$ cat src/rtl/load_store_unit_pkg.sv
// ---------------------------------------------------------------------------
// load_store_unit_pkg
// Purpose : shared constants for the MEM-stage load/store unit: RV32I
//           load/store funct3 codes, the Memory AU_inst_sel encoding and the
//           LSU state encoding, plus a funct3 legality helper.
// Ports   : none (package)
// ---------------------------------------------------------------------------
package load_store_unit_pkg;

  // RV32I load funct3
  localparam logic [2:0] F3_LB  = 3'b000;
  localparam logic [2:0] F3_LH  = 3'b001;
  localparam logic [2:0] F3_LW  = 3'b010;
  localparam logic [2:0] F3_LBU = 3'b100;
  localparam logic [2:0] F3_LHU = 3'b101;

  // RV32I store funct3
  localparam logic [2:0] F3_SB  = 3'b000;
  localparam logic [2:0] F3_SH  = 3'b001;
  localparam logic [2:0] F3_SW  = 3'b010;

  // Memory access size select (AU_inst_sel)
  localparam logic [1:0] MEM_SEL_WORD = 2'b00;
  localparam logic [1:0] MEM_SEL_HALF = 2'b01;
  localparam logic [1:0] MEM_SEL_BYTE = 2'b10;

  // LSU FSM states
  localparam logic [0:0] ST_IDLE  = 1'b0;
  localparam logic [0:0] ST_SPLIT = 1'b1;

  // True when funct3 names an RV32I load/store of the given direction
  function automatic logic f3_legal(input logic is_store, input logic [2:0] f3);
    if (is_store)
      return (f3 == F3_SB) || (f3 == F3_SH) || (f3 == F3_SW);
    else
      return (f3 == F3_LB) || (f3 == F3_LH) || (f3 == F3_LW) ||
             (f3 == F3_LBU) || (f3 == F3_LHU);
  endfunction

endpackage

$ cat src/rtl/load_store_unit_if.sv
// ---------------------------------------------------------------------------
// load_store_unit_if
// Purpose : pipeline-side request/response bundle of the load/store unit.
// Signals : req_valid/req_write/req_funct3/req_addr/req_wdata (pipeline->LSU),
//           stall/resp_valid/resp_rdata/access_err (LSU->pipeline).
// Modports: master = pipeline, slave = load_store_unit.
// ---------------------------------------------------------------------------
interface load_store_unit_if #(
  parameter int ADDR_W = 8
);
  logic              req_valid;
  logic              req_write;
  logic [2:0]        req_funct3;
  logic [ADDR_W-1:0] req_addr;
  logic [31:0]       req_wdata;
  logic              stall;
  logic              resp_valid;
  logic [31:0]       resp_rdata;
  logic              access_err;

  modport master (
    output req_valid, req_write, req_funct3, req_addr, req_wdata,
    input  stall, resp_valid, resp_rdata, access_err
  );

  modport slave (
    input  req_valid, req_write, req_funct3, req_addr, req_wdata,
    output stall, resp_valid, resp_rdata, access_err
  );
endinterface

$ cat src/rtl/load_store_unit_extend.sv
// ---------------------------------------------------------------------------
// load_store_unit_extend
// Purpose : combinational sign/zero extension of byte or halfword data.
// Ports   : data_in   - raw data, payload in the low bits
//           sel       - MEM_SEL_WORD / MEM_SEL_HALF / MEM_SEL_BYTE
//           is_signed - 1: sign-extend, 0: zero-extend
//           data_out  - extended 32-bit result (word passes through)
// ---------------------------------------------------------------------------
module load_store_unit_extend
  import load_store_unit_pkg::*;
(
  input  logic [31:0] data_in,
  input  logic [1:0]  sel,
  input  logic        is_signed,
  output logic [31:0] data_out
);

  always_comb begin
    case (sel)
      MEM_SEL_BYTE: data_out = {{24{is_signed & data_in[7]}}, data_in[7:0]};
      MEM_SEL_HALF: data_out = {{16{is_signed & data_in[15]}}, data_in[15:0]};
      default:      data_out = data_in;
    endcase
  end

endmodule

$ cat src/rtl/load_store_unit.sv
// ---------------------------------------------------------------------------
// load_store_unit
// Purpose : MEM-stage load/store unit in front of the byte-addressed Memory.
//           Aligned and byte accesses pass straight through in one cycle;
//           misaligned W/H accesses are split into byte accesses while the
//           pipeline is stalled, and load data is reassembled and extended.
// Ports   : sclk, rst       - clock, synchronous active-high reset
//           bus (slave)     - pipeline request/response bundle
//           split_count     - saturating count of split accesses started
//           mem_read/mem_write/mem_sel/mem_signed/mem_addr/mem_wdata
//                           - Memory controls
//           mem_rdata       - combinational Memory read data
// ---------------------------------------------------------------------------
module load_store_unit
  import load_store_unit_pkg::*;
#(
  parameter int ADDR_W   = 8,
  parameter int CNT_W    = 16,
  parameter int SPLIT_EN = 1
) (
  input  logic              sclk,
  input  logic              rst,
  load_store_unit_if.slave  bus,
  output logic [CNT_W-1:0]  split_count,
  output logic              mem_read,
  output logic              mem_write,
  output logic [1:0]        mem_sel,
  output logic              mem_signed,
  output logic [ADDR_W-1:0] mem_addr,
  output logic [31:0]       mem_wdata,
  input  logic [31:0]       mem_rdata
);

  logic [0:0]  state_q, state_d;
  logic [1:0]  idx_q, idx_d;
  logic [31:0] buf_q, buf_d;
  logic        start_split;

  logic [1:0]  size_sel;
  logic        is_store, legal, misaligned, signed_ld;
  logic [1:0]  last_idx;
  logic [31:0] asm_data, ext_data;
  logic [7:0]  store_byte;

  // Request decode: access size, direction, legality and alignment
  always_comb begin
    case (bus.req_funct3[1:0])
      2'b00:   size_sel = MEM_SEL_BYTE;
      2'b01:   size_sel = MEM_SEL_HALF;
      default: size_sel = MEM_SEL_WORD;
    endcase
  end

  assign is_store   = bus.req_write;
  assign legal      = f3_legal(is_store, bus.req_funct3);
  assign signed_ld  = !is_store && !bus.req_funct3[2];
  assign misaligned = ((size_sel == MEM_SEL_WORD) && (bus.req_addr[1:0] != 2'b00)) ||
                      ((size_sel == MEM_SEL_HALF) && bus.req_addr[0]);
  assign last_idx   = (size_sel == MEM_SEL_WORD) ? 2'd3 : 2'd1;
  assign store_byte = bus.req_wdata[8*idx_q +: 8];

  // The final byte of a split load arrives combinationally, so the result is
  // built from the buffer with the current byte merged in rather than waiting
  // a cycle for the buffer to update.
  always_comb begin
    asm_data = buf_q;
    asm_data[8*idx_q +: 8] = mem_rdata[7:0];
  end

  load_store_unit_extend u_extend (
    .data_in   (asm_data),
    .sel       (size_sel),
    .is_signed (signed_ld),
    .data_out  (ext_data)
  );

  // FSM outputs and next-state; everything is forced quiet while in reset so
  // no strobe reaches Memory during the reset cycle.
  always_comb begin
    state_d         = state_q;
    idx_d           = idx_q;
    buf_d           = buf_q;
    start_split     = 1'b0;
    bus.stall       = 1'b0;
    bus.resp_valid  = 1'b0;
    bus.resp_rdata  = 32'h0;
    bus.access_err  = 1'b0;
    mem_read        = 1'b0;
    mem_write       = 1'b0;
    mem_sel         = size_sel;
    mem_signed      = 1'b0;
    mem_addr        = bus.req_addr;
    mem_wdata       = bus.req_wdata;
    if (!rst) begin
      case (state_q)
        ST_IDLE: begin
          if (bus.req_valid) begin
            if (!legal || (misaligned && SPLIT_EN == 0)) begin
              bus.resp_valid = 1'b1;
              bus.access_err = 1'b1;
            end else if (!misaligned) begin
              mem_read       = !is_store;
              mem_write      = is_store;
              mem_signed     = signed_ld;
              bus.resp_valid = 1'b1;
              bus.resp_rdata = is_store ? 32'h0 : mem_rdata;
            end else begin
              mem_read    = !is_store;
              mem_write   = is_store;
              mem_sel     = MEM_SEL_BYTE;
              mem_wdata   = {24'h0, bus.req_wdata[7:0]};
              bus.stall   = 1'b1;
              buf_d       = {24'h0, mem_rdata[7:0]};
              idx_d       = 2'd1;
              state_d     = ST_SPLIT;
              start_split = 1'b1;
            end
          end
        end
        ST_SPLIT: begin
          if (!bus.req_valid) begin
            // Request withdrawn: drop the split; bytes already stored remain
            state_d = ST_IDLE;
            idx_d   = 2'd0;
          end else begin
            mem_read  = !is_store;
            mem_write = is_store;
            mem_sel   = MEM_SEL_BYTE;
            mem_addr  = bus.req_addr + ADDR_W'(idx_q);
            mem_wdata = {24'h0, store_byte};
            buf_d     = asm_data;
            if (idx_q == last_idx) begin
              bus.resp_valid = 1'b1;
              bus.resp_rdata = is_store ? 32'h0 : ext_data;
              state_d        = ST_IDLE;
              idx_d          = 2'd0;
            end else begin
              bus.stall = 1'b1;
              idx_d     = idx_q + 2'd1;
            end
          end
        end
        default: state_d = ST_IDLE;
      endcase
    end
  end

  // State, byte index, assembly buffer and saturating split counter
  always_ff @(posedge sclk) begin
    if (rst) begin
      state_q     <= ST_IDLE;
      idx_q       <= 2'd0;
      buf_q       <= 32'h0;
      split_count <= '0;
    end else begin
      state_q <= state_d;
      idx_q   <= idx_d;
      buf_q   <= buf_d;
      if (start_split && (split_count != {CNT_W{1'b1}}))
        split_count <= split_count + 1'b1;
    end
  end

endmodule
$ cat src/flat_wrapper.sv
// flat-port wrapper written by rule: the top's interface ports become plain ports
module load_store_unit_flat import load_store_unit_pkg::*;
#(
  parameter int ADDR_W   = 8,
  parameter int CNT_W    = 16,
  parameter int SPLIT_EN = 1
)
  (sclk, rst, split_count, mem_read, mem_write, mem_sel, mem_signed, mem_addr, mem_wdata, mem_rdata, bus_req_valid, bus_req_write, bus_req_funct3, bus_req_addr, bus_req_wdata, bus_stall, bus_resp_valid, bus_resp_rdata, bus_access_err);
  load_store_unit_if #(.ADDR_W(ADDR_W)) bus_i ();
  input  logic sclk;
  input  logic rst;
  output logic [CNT_W-1:0] split_count;
  output logic mem_read;
  output logic mem_write;
  output logic [1:0] mem_sel;
  output logic mem_signed;
  output logic [ADDR_W-1:0] mem_addr;
  output logic [31:0] mem_wdata;
  input  logic [31:0] mem_rdata;
  input wire logic [$bits(bus_i.req_valid)-1:0] bus_req_valid;
  input wire logic [$bits(bus_i.req_write)-1:0] bus_req_write;
  input wire logic [$bits(bus_i.req_funct3)-1:0] bus_req_funct3;
  input wire logic [$bits(bus_i.req_addr)-1:0] bus_req_addr;
  input wire logic [$bits(bus_i.req_wdata)-1:0] bus_req_wdata;
  output wire logic [$bits(bus_i.stall)-1:0] bus_stall;
  output wire logic [$bits(bus_i.resp_valid)-1:0] bus_resp_valid;
  output wire logic [$bits(bus_i.resp_rdata)-1:0] bus_resp_rdata;
  output wire logic [$bits(bus_i.access_err)-1:0] bus_access_err;
  assign bus_i.req_valid = bus_req_valid;
  assign bus_i.req_write = bus_req_write;
  assign bus_i.req_funct3 = bus_req_funct3;
  assign bus_i.req_addr = bus_req_addr;
  assign bus_i.req_wdata = bus_req_wdata;
  assign bus_stall = bus_i.stall;
  assign bus_resp_valid = bus_i.resp_valid;
  assign bus_resp_rdata = bus_i.resp_rdata;
  assign bus_access_err = bus_i.access_err;
  load_store_unit #(.ADDR_W(ADDR_W), .CNT_W(CNT_W), .SPLIT_EN(SPLIT_EN)) u_core (.sclk(sclk), .rst(rst), .bus(bus_i), .split_count(split_count), .mem_read(mem_read), .mem_write(mem_write), .mem_sel(mem_sel), .mem_signed(mem_signed), .mem_addr(mem_addr), .mem_wdata(mem_wdata), .mem_rdata(mem_rdata));
endmodule
$ cat config.mk
export PLATFORM = sky130hd
export DESIGN_NAME = load_store_unit_flat
export DESIGN_NICKNAME = d
export VERILOG_FILES = /design/src/rtl/load_store_unit_pkg.sv /design/src/rtl/load_store_unit_if.sv /design/src/rtl/load_store_unit_extend.sv /design/src/rtl/load_store_unit.sv /design/src/flat_wrapper.sv
export SDC_FILE = /design/constraint.sdc
export NUM_CORES = 1
export LEC_CHECK = 0
export ABC_AREA = 1
export BUFFER_PORTS_ARGS = -buffer_cell sky130_fd_sc_hd__buf_2
export CORE_MARGIN = 3
export CORE_UTILIZATION = 50
export CTS_CLUSTER_SIZE = 10
export DETAILED_ROUTE_END_ITERATION = 6
export HOLD_SLACK_MARGIN = 0.12
export PLACE_DENSITY = 0.87
export REMOVE_ABC_BUFFERS = 1
export SYNTH_ARGS = -nofsm -noshare
export SYNTH_HDL_FRONTEND = slang
export SYNTH_SLANG_ARGS = --single-unit
$ cat constraint.sdc
create_clock -name sclk -period 7.1 [get_ports sclk]
set_input_delay 0.355 -clock sclk [delete_from_list [all_inputs] [get_ports sclk]]
set_output_delay 0.355 -clock sclk [all_outputs]
set_load 0.01 [all_outputs]
### Word-level counts from Yosys, hierarchy flattened

Cells that the tools add are included.
Widths: inputs -> output; s select.

* word-level logic and storage cells: 119
* register bits after elaboration: 51
* input port bits: 79

* bitwise logic cells: 3
* shifts and indexed selects: 3
* $add $sub $neg: 4
* mux-type cells: 75
* equality and inequality tests: 13
* reductions and logical operators: 17

Operators with widths (number)
* $mux 32: 17
* $pmux 32 s2: 4
* $neg 5->34: 1
* $shift 8x34->32 const A: 1
* $shiftx 8x34->32: 1
* $bwmux 32: 1
* $mux 1: 32
* $shiftx 32x6->8: 1
* $mux 8: 3
* $mux 2: 11
* $add 16x1->16 const B: 1
* $ne 16x16->1 const B: 1
* $pmux 2 s2: 3
* $add 8x2->8: 1
* $pmux 1 s2: 4
* $eq 3x3->1 const B: 2
* $logic_or 1x1->1: 5
* $eq 2x1->1 const B: 2
* $logic_and 1x1->1: 4
* $logic_not 2->1: 2
* $ne 2x1->1 const B: 2
* $ne 2x2->1 const B: 2
* $reduce_and 4->1: 1
* $eq 3x1->1 const B: 1
* 10 further kinds: 12

### Longest topological paths before layout

* depth in word-level cells: 11
* mapped depth: 15
* mapped depth without buffers: 10

### By module

From an unflattened synthesis, not the netlist that was laid out.

* cells, all modules: 825
* area total of the unflattened synthesis: 4763.3 µm²

Modules (own cells, without submodules)
* load_store_unit: sequential area each 1021.0 µm², cells each 752, times used 1, area each 4294.1 µm²
* load_store_unit_extend: sequential area each 0.0 µm², cells each 73, times used 1, area each 469.2 µm²

### Worst setup path before layout

OpenSTA, ideal clock, no wires.

* path type: register to output
* from: register u_core.idx_q[0]
* to: output port bus_resp_rdata[21]
* data arrival time: 2216 ps
* cell stages (with the launch flop): 13
* setup slack: 4529 ps
* cell sequence: dfxtp_1 > buf_2 > inv_1 > buf_2 > buf_2 > ha_1 > nand2_1 > o21ai_0 > nand2_1 > nand3_2 > buf_4 > nand3_1 > nand2_1

* longest elaborated chain between the ends: 10
* elaborated cells on any way between the ends: 13
* classes of those cells: add/sub (1); eq/ne (1); shift (2); mux (7); bitwise (2)

Ends and longest elaborated chain
* start: declaration: RTL line load_store_unit.sv:35 `logic [1:0] idx_q, idx_d;`
* start signal: assignment: RTL line load_store_unit.sv:157 `idx_q <= idx_d;`
* $neg 5->34: RTL line load_store_unit.sv:67 `asm_data[8*idx_q +: 8] = mem_rdata[7:0];`
* $shiftx 8x34->32 or $shift 8x34->32 (tied branches): RTL line load_store_unit.sv:67
* $bwmux 32: RTL line load_store_unit.sv:67
* $and 1x1->1, on equally long branches: RTL line load_store_unit_extend.sv:21, load_store_unit_extend.sv:20
* $pmux 32 s2: RTL line load_store_unit_extend.sv:19 `case (sel)`
* $mux 32: RTL line load_store_unit.sv:134 `bus.resp_rdata = is_store ? 32'h0 : ext_data;`
* $mux 32 (*): RTL line load_store_unit.sv:132 `if (idx_q == last_idx) begin`
* $mux 32 (*): RTL line load_store_unit.sv:121 `if (!bus.req_valid) begin`
* $pmux 32 s2 (*): RTL line load_store_unit.sv:95 `case (state_q)`
* $mux 32 (*): RTL line load_store_unit.sv:94 `if (!rst) begin`
* end: declaration: RTL line flat_wrapper.sv:27 `output wire logic [$bits(bus_i.resp_rdata)-1:0] bus_resp_rdata;`

Mark *: on every way between the ends. The rest lies on a longest branch, timed or not.

### Worst setup path in the final report

* from: register u_core.idx_q[0]
* to: output port bus_resp_rdata[24]

Same word-level chain as after synthesis.

==> run summary <==
die area -> 0.009949 mm²
Pwr Density -> 120.9 mW/mm²
DR vias -> 5459
total gr overflow -> 0
total core area -> 0.008382 mm²
synth warn -> 0
Die X -> 99.75 µm
Clk pin slew, worst setup/hold paths -> 0.10 ns
H-tree depth -> 2
MaxCap Viol Count -> 0
post-synthesis adder-cell area fraction -> 2.733%
Max Buffers Root-to-Sink -> 2
vias in the first global route -> 4753
wire length of the first global-routing pass -> 22.07 mm
crit path max fanout -> 30
Synth Area in Compound Gates -> 15.43%
I/O pin total -> 175
DRT antenna net count -> 0
Worst Setup SP -> u_core.idx_q[0]
reg-to-reg slack, setup -> 3.89 ns
largest net degree at the start of global routing -> 41
Slew HR -> 22.35%
largest family of logic cells by synthesized area -> simple AND/OR/NAND/NOR gates
drt drc -> 0
synthesized area -> 0.004394 mm²
GRT Resource Usage Total -> 26.26%
Post-Synth XOR/XNOR Area -> 2.591%
Critical Path AT -> 3.74 ns
final hold violations -> 0
Crit. End Element -> output pin
CTS Sinks -> 51
port bufs -> 174
Via-to-Cell Ratio -> 5.249
Worst setup SP type -> register
initial antenna violation count -> 0
row count -> 33
Hold Startpoint -> bus_req_valid
layout cells sized above 1 -> 22.57%
Fmax -> 244.3 MHz
worst setup path category -> reg -> out
1st-iter DRT viols -> 491
Final Setup Violations -> 0
Slowest-stage cell, CP -> dfxtp_1
Synth Area per Inst -> 5.548 µm²
synthesis-stage register bit count -> 51
total wire length -> 13.44 mm
Post-CTS Setup Repair Bufs -> 0
delay-heaviest family, CP -> flip-flops
Slew @ Worst Pin -> 1.161 ns
Synth Area in Simple Gates -> 43.79%
Final nets -> 1022
critical-path cell list -> inv_1 > ha_1 > nand2_1 > o21ai_0 > nand2_1 > nand3_2 > nand3_1 > nand2_1 > buf_2
FF+latch area -> 0.001021 mm²
clock skew -> 0.004815 ns
WL/cell -> 12.93 µm
placed cells -> 1032
most frequent CP cell -> nand2_1
post-route minimum period -> 4.093 ns
Multi-input gate area -> 0.002836 mm²
worst endpoint required time -> 6.74 ns
Clock Root Buffer -> clkbuf_8
Worst VDD drop -> 109.3 µV
Sum Neg Setup Slack -> 0 ns
CTS buffer count -> 5
Pins Over Slew Limit -> 0
worst hold path class -> in -> reg
FILL cells -> 867
Post-CTS Hold Fix Bufs -> 0
Antenna diodes -> 0
Post-Synthesis Cells -> 792
CP Buf/Inv Count -> 2
critical path's largest stage delay -> 0.98 ns
Reg-to-Reg Start -> u_core.idx_q[0]
CTS tree -> built
sequential area share after synthesis -> 23.23%
RSZ-0062 raised after global routing -> false
GP Congestion -> 0.9431
Leak -> 2.815 nW
post-synthesis mux area share -> 0%
unique cell type count in the Yosys netlist -> 29
Area Growth Syn to Fin -> 20.90%
CTS-repair resized insts -> 0
Vert. Die Dim -> 99.75 µm
First-pass DRT Iterations -> 5
crit share post-route -> 57.65%
status -> finished clean
Detail Placement HPWL -> 10.01 mm
Clock Latency Late Sink -> 0.31 ns
initial core utilization -> 52.43%
final non-filler cell total -> 1040
cell usage after synthesis (all sizes together):
cell type / n / area, µm²
a211oi: 1 / 7.510
a21oi: 40 / 200.2
a31oi: 1 / 6.260
and3: 9 / 56.30
buf: 24 / 127.6
clkbuf: 16 / 60.06
dfxtp: 51 / 1021
fa: 1 / 20.02
ha: 8 / 100.1
inv: 93 / 349.1
nand2: 275 / 1037
nand3: 62 / 325.3
nand4: 12 / 75.07
nor2: 80 / 337.8
nor3: 5 / 36.29
o21ai: 92 / 464.2
or2: 9 / 56.30
xnor2: 5 / 43.79
xor2: 8 / 70.07
power breakdown:
group          switching, mW  internal [mW]  leakage [nW]
combinational          0.103         0.0567          2.36
sequential           0.00667          0.291         0.412
clock                  0.111         0.0734        0.0467
total                  0.221          0.421          2.81
worst paths after layout:
path,end,cells past startpoint
worst max-delay path,bus_resp_rdata[24],9
worst min-delay path,u_core.idx_q[0],3
worst max register to register,u_core.buf_q[17],8
worst min register to register,u_core.buf_q[18],2
state kept, by name, indices dropped and copies added, names as in the netlist:
register,count
u_core.buf_q,32
u_core.state_q,1
u_core.split_count,16
u_core.idx_q,2
kinds of logic (layout without fill, tap and decap cells):
group	after synthesis	count (layout)
AOI/OAI and AO/OA	134	134
xor gates and xnor gates	13	13
adders and majority gates	9	9
buffers and inverters	133	276
DFF	51	51
and+or+nand+nor	452	452
final cells by class:
cell class | count | share of cell area (%)
clock buffer | 5 | 1.295
clock inverter | 3 | 0.5181
inverter | 93 | 6.571
multi-input combinational | 608 | 53.39
sequential | 51 | 19.22
tap | 105 | 2.473
timing repair buffer | 175 | 16.53
worst min-delay path: cells and delay by family:
family | cells | cell delay (ns)
compound gates | 1 | 0.06
buf+inv | 1 | 0.13
simple gates | 1 | 0.09
layer usage:
layer	GRT usage [%]	wire length [µm]	vias to the layer above
li1	-	-	2793
met1	34.29	5620	2370
met2	44.18	6191	277
met3	4.698	1426	19
met4	7.563	206	0
met5	0	0	-
stage by stage:
step | setup slack [ns] | utilization, % | area, µm² | total power [mW] | hold WS [ns]
floorplan | 4.203 | - | 4207 | 0.3899 | 0.4241
global placement | 3.557 | 62.23 | 5216 | 0.4594 | 0.4481
detailed placement | 3.447 | 62.23 | 5216 | 0.4616 | 0.4519
CTS | 3.091 | 63.38 | 5313 | 0.6448 | 0.3672
global route | 2.556 | 63.38 | 5313 | 0.6809 | 0.3884
finish | 3.007 | 63.38 | 5313 | 0.6421 | 0.3713
cell usage in the layout, fill, tap and decap left out:
cell	count
fa_1	1
inv_8	1
inv_2	5
o21ai_0	85
nor3_1	4
a31oi_1	1
nand3_2	3
nand3_1	59
clkinvlp_4	1
nor2_2	3
nand2_2	2
a21oi_1	40
buf_4	1
inv_6	1
clkbuf_8	5
nor2_1	73
xor2_1	8
inv_1	88
nand4_1	12
buf_2	174
nand2_1	273
a211oi_1	1
o21ai_2	1
nor3_4	1
nor2_4	4
xnor2_1	5
dfxtp_1	51
ha_1	8
or2_2	9
and3_1	9
o21ai_1	6
Power figures use the tool's default switching activity.
